`src/rtl/mc_pkg.sv`:
```
// Shared constants and types for the multi-cycle MIPS control sequencer.
// The PERF_CNT_EN macro is consumed by mc_sequencer. This package has no configuration of its own.
package mc_pkg;

   localparam int unsigned OP_W     = 6;
   localparam int unsigned PC_SRC_W = 2;
   localparam int unsigned STATE_W  = 3;
   localparam int unsigned CLS_W    = 8;

   typedef enum logic [STATE_W-1:0] {
      FETCH  = 3'd0,
      DECODE = 3'd1,
      EXEC   = 3'd2,
      MEM    = 3'd3,
      WB     = 3'd4,
      HALT   = 3'd5,
      FAULT  = 3'd6
   } state_t;

   localparam logic [PC_SRC_W-1:0] PC_SRC_SEQ = 2'd0;
   localparam logic [PC_SRC_W-1:0] PC_SRC_BR  = 2'd1;
   localparam logic [PC_SRC_W-1:0] PC_SRC_JMP = 2'd2;
   localparam logic [PC_SRC_W-1:0] PC_SRC_RS  = 2'd3;

   localparam logic [OP_W-1:0] OP_RTYPE   = 6'd0;
   localparam logic [OP_W-1:0] OP_J       = 6'd2;
   localparam logic [OP_W-1:0] OP_JAL     = 6'd3;
   localparam logic [OP_W-1:0] OP_BEQ     = 6'd4;
   localparam logic [OP_W-1:0] OP_BNE     = 6'd5;
   localparam logic [OP_W-1:0] OP_BGTZ    = 6'd7;
   localparam logic [OP_W-1:0] OP_LW      = 6'd35;
   localparam logic [OP_W-1:0] OP_SH      = 6'd41;
   localparam logic [OP_W-1:0] OP_SW      = 6'd43;
   localparam logic [OP_W-1:0] FN_JR      = 6'd8;
   localparam logic [OP_W-1:0] FN_SYSCALL = 6'd12;

   // One-hot instruction class; all-zero means unknown opcode (executes as NOP)
   typedef struct packed {
      logic alu;
      logic load;
      logic store;
      logic branch;
      logic jump;
      logic jal;
      logic jr;
      logic syscall;
   } instr_class_t;

   function automatic logic [PC_SRC_W-1:0] pc_src_of(input instr_class_t c);
      if (c.jr)              return PC_SRC_RS;
      if (c.jump || c.jal)   return PC_SRC_JMP;
      if (c.branch)          return PC_SRC_BR;
      return PC_SRC_SEQ;
   endfunction

endpackage

```
`src/rtl/mc_instr_class.sv`:
```
// Combinational op/func classifier feeding the sequencer FSM with a one-hot class.
module mc_instr_class
   import mc_pkg::*;
(
   input  logic [OP_W-1:0]  op,
   input  logic [OP_W-1:0]  func,
   output logic [CLS_W-1:0] cls
);

   instr_class_t c;

   always_comb begin
      c = '0;
      if (op == OP_RTYPE) begin
         if (func == FN_SYSCALL)  c.syscall = 1'b1;
         else if (func == FN_JR)  c.jr      = 1'b1;
         else                     c.alu     = 1'b1;
      end else if (op[5:3] == 3'b001) begin
         // ADDI..LUI share the 001xxx opcode group
         c.alu = 1'b1;
      end else begin
         case (op)
            OP_J:                    c.jump   = 1'b1;
            OP_JAL:                  c.jal    = 1'b1;
            OP_BEQ, OP_BNE, OP_BGTZ: c.branch = 1'b1;
            OP_LW:                   c.load   = 1'b1;
            OP_SH, OP_SW:            c.store  = 1'b1;
            default:                 c        = '0;
         endcase
      end
   end

   assign cls = c;

endmodule

```
`src/rtl/mc_sequencer.sv`:
```
// Multi-cycle fetch/decode/exec/mem/wb control FSM for the MIPS core.
// Optional PERF_CNT_EN adds cycle_cnt/instr_cnt performance counter outputs.
module mc_sequencer
   import mc_pkg::*;
#(
   parameter int unsigned MEM_TIMEOUT = 255,
   parameter int unsigned TO_W        = 8
) (
   input  logic                clk,
   input  logic                rst_n,
   input  logic [OP_W-1:0]     op,
   input  logic [OP_W-1:0]     func,
   input  logic                br_taken,
   input  logic                mem_ready,
   input  logic                resume,
   output logic                mem_rd,
   output logic                mem_wr,
   output logic                ir_we,
   output logic                pc_we,
   output logic [PC_SRC_W-1:0] pc_src,
   output logic                reg_we,
   output logic [STATE_W-1:0]  state,
   output logic                halted,
`ifdef PERF_CNT_EN
   output logic                fault,
   output logic [31:0]         cycle_cnt,
   output logic [31:0]         instr_cnt
`else
   output logic                fault
`endif
);

   state_t                cur_state;
   state_t                nxt_state;
   logic [TO_W-1:0]       wait_cnt;
   logic [TO_W-1:0]       wait_nxt;
   logic [CLS_W-1:0]      cls_bits;
   instr_class_t          cls;
   logic                  access;
   logic                  timeout_hit;
   logic                  rd_nxt;
   logic                  wr_nxt;
   logic [PC_SRC_W-1:0]   pc_src_nxt;

   mc_instr_class u_class (
      .op   (op),
      .func (func),
      .cls  (cls_bits)
   );

   assign cls         = instr_class_t'(cls_bits);
   // A memory cycle only counts once its strobe is actually on the bus
   assign access      = mem_rd | mem_wr;
   assign timeout_hit = (wait_cnt == TO_W'(MEM_TIMEOUT - 1));

   // Next state, wait counter and per-cycle enables
   always_comb begin
      nxt_state  = cur_state;
      wait_nxt   = wait_cnt;
      ir_we      = 1'b0;
      pc_we      = 1'b0;
      reg_we     = 1'b0;
      rd_nxt     = 1'b0;
      wr_nxt     = 1'b0;
      pc_src_nxt = PC_SRC_SEQ;

      unique case (cur_state)
         FETCH: begin
            if (access) begin
               if (mem_ready) begin
                  ir_we     = 1'b1;
                  pc_we     = 1'b1;
                  nxt_state = DECODE;
               end else if (timeout_hit) begin
                  nxt_state = FAULT;
               end else begin
                  wait_nxt  = wait_cnt + TO_W'(1);
               end
            end
         end
         DECODE: nxt_state = cls.syscall ? HALT : EXEC;
         EXEC: begin
            nxt_state = FETCH;
            if (cls.jump || cls.jal || cls.jr) pc_we = 1'b1;
            if (cls.branch)                    pc_we = br_taken;
            if (cls.jal)                       reg_we = 1'b1;
            if (cls.load || cls.store)         nxt_state = MEM;
            else if (cls.alu)                  nxt_state = WB;
         end
         MEM: begin
            if (access) begin
               if (mem_ready) begin
                  nxt_state = cls.load ? WB : FETCH;
               end else if (timeout_hit) begin
                  nxt_state = FAULT;
               end else begin
                  wait_nxt  = wait_cnt + TO_W'(1);
               end
            end
         end
         WB: begin
            reg_we    = 1'b1;
            nxt_state = FETCH;
         end
         HALT:    if (resume) nxt_state = FETCH;
         FAULT:   nxt_state = FAULT;
         default: nxt_state = FAULT;
      endcase

      if (nxt_state != cur_state) wait_nxt = '0;

      // Moore outputs are precomputed from the next state so they come straight from flops
      rd_nxt = (nxt_state == FETCH) || ((nxt_state == MEM) && cls.load);
      wr_nxt = (nxt_state == MEM) && cls.store;
      if (nxt_state == EXEC) pc_src_nxt = pc_src_of(cls);
   end

   always_ff @(posedge clk) begin
      if (!rst_n) begin
         cur_state <= FETCH;
         wait_cnt  <= '0;
         mem_rd    <= 1'b0;
         mem_wr    <= 1'b0;
         pc_src    <= PC_SRC_SEQ;
         halted    <= 1'b0;
         fault     <= 1'b0;
      end else begin
         cur_state <= nxt_state;
         wait_cnt  <= wait_nxt;
         mem_rd    <= rd_nxt;
         mem_wr    <= wr_nxt;
         pc_src    <= pc_src_nxt;
         halted    <= (nxt_state == HALT);
         fault     <= (nxt_state == FAULT);
      end
   end

   assign state = cur_state;

`ifdef PERF_CNT_EN
   // Active-cycle and decoded-instruction counters, wrapping modulo 2^32
   always_ff @(posedge clk) begin
      if (!rst_n) begin
         cycle_cnt <= '0;
         instr_cnt <= '0;
      end else begin
         if ((cur_state != HALT) && (cur_state != FAULT)) cycle_cnt <= cycle_cnt + 32'd1;
         if (cur_state == DECODE)                         instr_cnt <= instr_cnt + 32'd1;
      end
   end
`endif

endmodule

```
`config.mk`:
```
export PLATFORM = sky130hd
export DESIGN_NAME = mc_sequencer
export DESIGN_NICKNAME = d
export VERILOG_FILES = /design/src/rtl/mc_pkg.sv /design/src/rtl/mc_instr_class.sv /design/src/rtl/mc_sequencer.sv
export SDC_FILE = /design/constraint.sdc
export NUM_CORES = 1
export LEC_CHECK = 0
export BUFFER_PORTS_ARGS = -buffer_cell sky130_fd_sc_hd__buf_4
export CELL_PAD_IN_SITES_DETAIL_PLACEMENT = 1
export CELL_PAD_IN_SITES_GLOBAL_PLACEMENT = 1
export CORE_MARGIN = 2
export CORE_UTILIZATION = 34
export CTS_CLUSTER_SIZE = 20
export DETAILED_ROUTE_END_ITERATION = 8
export GPL_TIMING_DRIVEN = 0
export PLACE_DENSITY_LB_ADDON = 0.1
export RECOVER_POWER = 50
export SYNTH_ARGS = -nofsm -noshare
export SYNTH_HDL_FRONTEND = slang
export SYNTH_HIERARCHICAL = 1
export SYNTH_SLANG_ARGS = --single-unit
export TNS_END_PERCENT = 100
```
`constraint.sdc`:
```
create_clock -name clk -period 2.28 [get_ports clk]
set_clock_uncertainty 0.2 [all_clocks]
set_input_delay 0 -clock clk [delete_from_list [all_inputs] [get_ports clk]]
set_output_delay 0 -clock clk [all_outputs]
set_load 0.02 [all_outputs]
```
Word-level counts from Yosys, hierarchy flattened
Cells that the tools add are included.
{ "classes": {"add_sub_neg": 1, "multipliers": 0, "div_mod_pow": 0, "magnitude_cmp": 0, "eq_ne": 22, "shifts": 0, "muxes": 49, "bitwise_logic": 4, "n_reduce_logical": 15} }
{ "ops": {"columns": ["cell", "n"], "rows": [
  ["$mux W3", 10],
  ["$mux W1", 27],
  ["$eq A6 B3 Y1 const B", 3],
  ["$eq A6 B6 Y1 const B", 3],
  ["$pmux W3 S6", 1],
  ["$mux W2", 7],
  ["$eq A3 B2 Y1 const B", 4],
  ["$eq A3 B3 Y1 const B", 4],
  ["$eq A6 B2 Y1 const B", 2],
  ["$eq A6 B4 Y1 const B", 2],
  ["$add A8 B1 Y8 const B", 1],
  ["$eq A8 B8 Y1 const B", 1],
  ["$mux W7", 1],
  ["$eq A3 B1 Y1 const B", 2],
  ["$logic_not A3 Y1", 2],
  ["$logic_not A6 Y1", 1],
  ["$reduce_or A2 Y1", 3],
  ["$mux W5", 1],
  ["$logic_or A1 B1 Y1", 4],
  ["$pmux W1 S2", 2],
  ["$reduce_and A4 Y1", 1],
  ["$ne A3 B3 Y1", 1],
  ["$not A1 Y1", 3],
  ["$reduce_or A3 Y1", 1],
  ["3 further kinds", 4]
]} }
{ "word_totals": {"reg_bits": 17, "latchBits": 0, "ram_bits": 0, "rom_bits": 0, "in_bits": 17, "out_inout_bits": 12, "elab_cells": 98, "memories": 0} }

Longest topological paths before layout
{ "depth": {"depth_word": 19, "mapped_depth": 8, "ltp_nobuf": 8} }

Cells and area by module
Netlist, hierarchy kept.
{ "by_module_without_submodules": {"columns": ["mod", "n_inst", "cells_per_inst", "area_per_inst_um2", "seq_area_each_um2"], "rows": [
  ["mc_sequencer", 1, 124, 1038.5, 340.3],
  ["mc_instr_class", 1, 18, 126.4, 0.0]
]} }

Least setup slack after synthesis
Ideal clock, no wire load.
{ "synth_timing": {"path_kind": "reg-to-reg", "from": "register cur_state[1] (netlist: state[1])", "to": "register wait_cnt[1]", "setup_ns": 0.112, "t_arrival_ns": 1.919, "required_time_ns": 1.968, "path_slack_ns": 0.049, "stages_incl_launch_ff": 8, "period_less_slack_ns": 2.231, "path_cell_list": "dfxtp_1 -> buf_4 -> nand2_2 -> a2111o_1 -> buf_6 -> o2111a_2 -> xnor2_4 -> a2111oi_1"} }
{ "synth_via": {"elab_chain_cells": 6} }
{ "synth_rtl": {"columns": ["item", "line_no", "source"], "rows": [
  ["start, declared", "mc_sequencer.sv:33", "state_t cur_state;"],
  ["start signal, assigned", "mc_sequencer.sv:128", "cur_state <= nxt_state;"],
  ["$mux W3", "mc_sequencer.sv:74, mc_sequencer.sv:94", null],
  ["$mux W3, on equally long branches", "mc_sequencer.sv:92, mc_sequencer.sv:70", null],
  ["$mux W3, on equally long branches", "mc_sequencer.sv:91, mc_sequencer.sv:69", null],
  ["$pmux W3 S6", "mc_sequencer.sv:67", "unique case (cur_state)"],
  ["$ne A3 B3 Y1", "mc_sequencer.sv:110", "if (nxt_state != cur_state) wait_nxt = '0;"],
  ["$reduce_or A2 Y1 (no source line)", null, null],
  ["end signal, assigned", "mc_sequencer.sv:129", "wait_cnt <= wait_nxt;"],
  ["end, declared", "mc_sequencer.sv:35", "logic [TO_W-1:0] wait_cnt;"]
]} }
Parallel ways exist; a longest one is shown, timed or not.
A chain may end at the register's enable or synchronous reset.

Worst setup path in the final report
{ "layout_timing": {"from": "register cur_state[1] (netlist: state[1])", "to": "register wait_cnt[3]"} }
Same word-level chain as after synthesis.

==> results.py <==
metrics = {
    "timing": {
        "clock.fmax_mhz": 454,
        "final.min_clock_period_ns": 2.20,
        "fin_tns_setup_ns": 0,
        "number_of_hold_violations_in_the_final_report": 0,
        "rsz0062_at_grt": "no",
        "finalSetupViolations": 0,
        "final_period_util_pct": 96.6,
        "worst_pin_slew_ns": 0.622,
        "worst_slew_margin_rel_pct": 58.4,
        "whs_ns": 0.00927,
        "final-max-slew-violation-count": 0,
    },
    "routing": {
        "dr_total_vias": 1223,
        "routedWlPerCell_um": 15.4,
        "final_antenna_net_count": 0,
        "drt-initial-drc-count": 40,
        "avg_vias_per_cell": 5.29,
        "detail_route.first_pass.iterations": 5,
        "drc": 0,
        "drt-total-wl_um": 3560,
    },
    "final_layout": {
        "design.final.nets": 205,
        "flow.area_growth_from_synthesis_pct": 34.7,
        "area_used_by_multi_input_combinational_logic_um2": 805,
        "n_antenna_cell": 0,
        "layout-drive-gt1-share_pct": 32.4,
        "fin_area_um2": 1570,
        "n_fill_cell": 421,
        "layout.area.seq_um2": 344,
        "postLayoutCoreUtil_pct": 47.4,
    },
    "logic_synthesis": {
        "syn-num-nets": 161,
        "post_synth_inst_count": 142,
        "mean_post_synth_cell_area_um2": 8.20,
        "ys_dominant_reg_cell": "dfxtp_1",
        "netlist-cell-type-count": 51,
        "postSynthRegisterBits": 17,
        "postSynth.asyncResetShare_pct": 0,
        "yosys_warnings": 6,
        "synth_top_area_share_pct": 29.2,
        "ys_seq_area_share_pct": 29.2,
        "mappedNetlistArea_um2": 1160,
        "edff_count_synth": 0,
        "post_synth_main_area_contributors": "dfxtp_1 29%, nor3_1 6.4%, xnor2_1 3.8%, nand2b_1 3.2%, nor2_1 3.2%",
        "synth.largest_area_cell": "dfxtp_1",
    },
    "worst_setup_path": {
        "worst-endpoint-arrival_ns": 2.18,
        "max_stage_delay_ns": 0.38,
        "cp-start-kind": "register",
        "critical_path_peak_fanout": 9,
        "path_delay_family": "compound AO/OA/AOI/OAI gates",
        "timing.critical_path.to_type": "register",
        "path_cells": "or2_4, a2111o_1, buf_6, o2111a_2, xnor2_4, nor3_1",
        "worst_ep_required_time_ns": 2.25,
        "worst-setup-path-type": "register to register",
        "cp.buffers_inverters": 1,
        "crit_path_top_delay_cell": "a2111o_1",
    },
    "power_and_ir_drop": {
        "total_power_mw": 0.614,
        "power_frac_seq_pct": 50.7,
        "p_per_area_nw_per_um2": 392,
        "power.switching_mw": 0.180,
        "total_leakage_power_nw": 0.581,
        "comb_power_share_pct": 22.6,
        "peak_vdd_ir_v": 0.000154,
        "internal-power_mw": 0.434,
        "switching_share_of_total_power_pct": 29.3,
        "pwr-share-clk_pct": 26.7,
    },
    "floorplan": {
        "die-area_um2": 3910,
        "initial_cell_density_of_the_core_pct": 35.2,
        "chipHeight_um": 62.5,
        "floorplan.core_area_um2": 3310,
        "placementRows": 21,
        "dieWidth_um": 62.5,
        "ios": 29,
    },
    "worst_hold_path": {
        "min-delay-path-class": "primary input to register",
    },
    "run": {
        "max_cap_viol_count": 0,
    },
    "global_route": {
        "grt_start_max_net_pins": 11,
        "initial_antenna_violation_count": 0,
        "grt_pass1_vias": 1302,
        "overall_overflow_remaining_after_global_route": 0,
        "grt.total_usage_pct": 19.5,
        "grt_first_pass_wirelength_um": 6100,
    },
    "place": {
        "placement.io_buffers": 28,
        "placement.cell_area_um2": 1430,
        "place.detailed.hpwl_um": 2700,
        "place.gp.congestion": 0.805,
    },
    "clock_tree": {
        "clk_latency_ns": 0.29,
        "clk_pin_slew_ns": 0.10,
        "total_clock_buffers_created_by_cts": 3,
        "tritoncts_num_sinks": 17,
        "h_tree_levels": 1,
        "clock_path_buffers": 2,
        "tritoncts": "built",
        "clk_root_buffer_cell": "clkbuf_4",
    },
    "outcome": {
        "outcome": "completed",
    },
}
## routing by layer
metal / up-vias / wire (um) / GRT usage, % / part of all wire [%]
li1: 609 / - / - / -
met1: 587 / 1500 / 22.8 / 42
met2: 23 / 1950 / 37.6 / 55
met3: 4 / 83 / 1.08 / 2.3
met4: 0 / 36 / 5.83 / 1.0
met5: - / 0 / 0 / 0
## tightest hold or removal path, cell delays in order
cell	delay [ns]
buf_4	0.11
a2111oi_1	0.07
nand4_1	0.10
xor2_1	0.08
nor3_2	0.10
## final timing paths
| kind | from | to | slack (ns) | depth (start not counted) |
|---|---|---|---|---|
| min reg2reg | wait_cnt[3]$_SDFFE_PP0P_ | wait_cnt[3]$_SDFFE_PP0P_ | 0.37 | 2 |
| min | mem_ready | wait_cnt[4]$_SDFFE_PP0P_ | 0.009 | 5 |
| max reg2reg | state[1]$_SDFF_PN0_ | wait_cnt[3]$_SDFFE_PP0P_ | 0.08 | 6 |
| max | state[1]$_SDFF_PN0_ | wait_cnt[3]$_SDFFE_PP0P_ | 0.08 | 6 |
## stage by stage
stage | setup slack, ns | cells
5_1_grt | 0.0106 | 231
4_1_cts | 0.0416 | 229
2_1_floorplan | 0.0487 | 142
3_5_place_dp | -0.410 | 216
3_3_place_gp | -0.277 | 216
6_report | 0.0773 | 231
## cell type report
cell class	instances	share of cell area, %
Tap cell	46	3.67
Clock buffer	3	1.44
Buffer	4	2.07
Multi-Input combinational cell	114	51.3
Clock inverter	1	0.319
Inverter	6	1.44
Timing Repair Buffer	40	17.9
Sequential cell	17	21.9
## what timing repair did
item,in CTS,in global routing
setup buffers,5,3
gates resized for setup,2,12
endpoints found under the hold margin,10,0
pin swaps,2,2
setup endpoints to repair,8,12
hold buffers,4,0
## power groups by stage
stage / registers, mW / logic, mW / clock network, mW
floorplan: 0.319 / 0.0632 / 0
global placement: 0.317 / 0.117 / 0
detailed placement: 0.317 / 0.121 / 0
CTS: 0.311 / 0.134 / 0.169
global route: 0.313 / 0.154 / 0.184
finish: 0.311 / 0.139 / 0.164
## kinds of logic after synthesis
kind of cell    Yosys count  synth area share [%]
buf+inv                  11                  4.73
simple gates             77                  39.3
flops                    17                  29.2
compound gates           27                  17.0
xor+xnor                  8                  7.63
fa+ha+maj                 2                  2.15
## cell usage after synthesis, types with 3 or more instances
cell	instances
nor2_1	10
nand4_1	5
xnor2_1	5
nand2_1	7
nand2b_1	6
o21ai_1	5
nand3_1	7
and2_1	5
or2_1	3
a21oi_1	5
inv_1	6
dfxtp_1	17
nor3_1	15
## flip-flops by register name, summed over array words and instances (netlist names)
register and flops:
fault 1, halted 1, mem_rd 1, mem_wr 1
pc_src 2, state 3, wait_cnt 8
## cells in the final DEF, fill, tap and decap left out, types with 3 or more instances in the layout
| cell type | Yosys | final |
|---|---|---|
| nand4_1 | 5 | 5 |
| nand3_1 | 7 | 7 |
| dfxtp_1 | 17 | 14 |
| inv_1 | 6 | 6 |
| nor3_2 | 1 | 4 |
| dfxtp_2 | 0 | 3 |
| nor3_1 | 15 | 12 |
| nor2_1 | 10 | 9 |
| o21ai_1 | 5 | 5 |
| clkbuf_1 | 1 | 8 |
| clkbuf_4 | 0 | 3 |
| xnor2_1 | 5 | 5 |
| nand2_1 | 7 | 7 |
| dlygate4sd3_1 | 0 | 4 |
| buf_4 | 1 | 28 |
| nand2b_1 | 6 | 6 |
| and2_1 | 5 | 4 |
| a21oi_1 | 5 | 5 |
No activity file was read; power rests on OpenSTA's default activity.
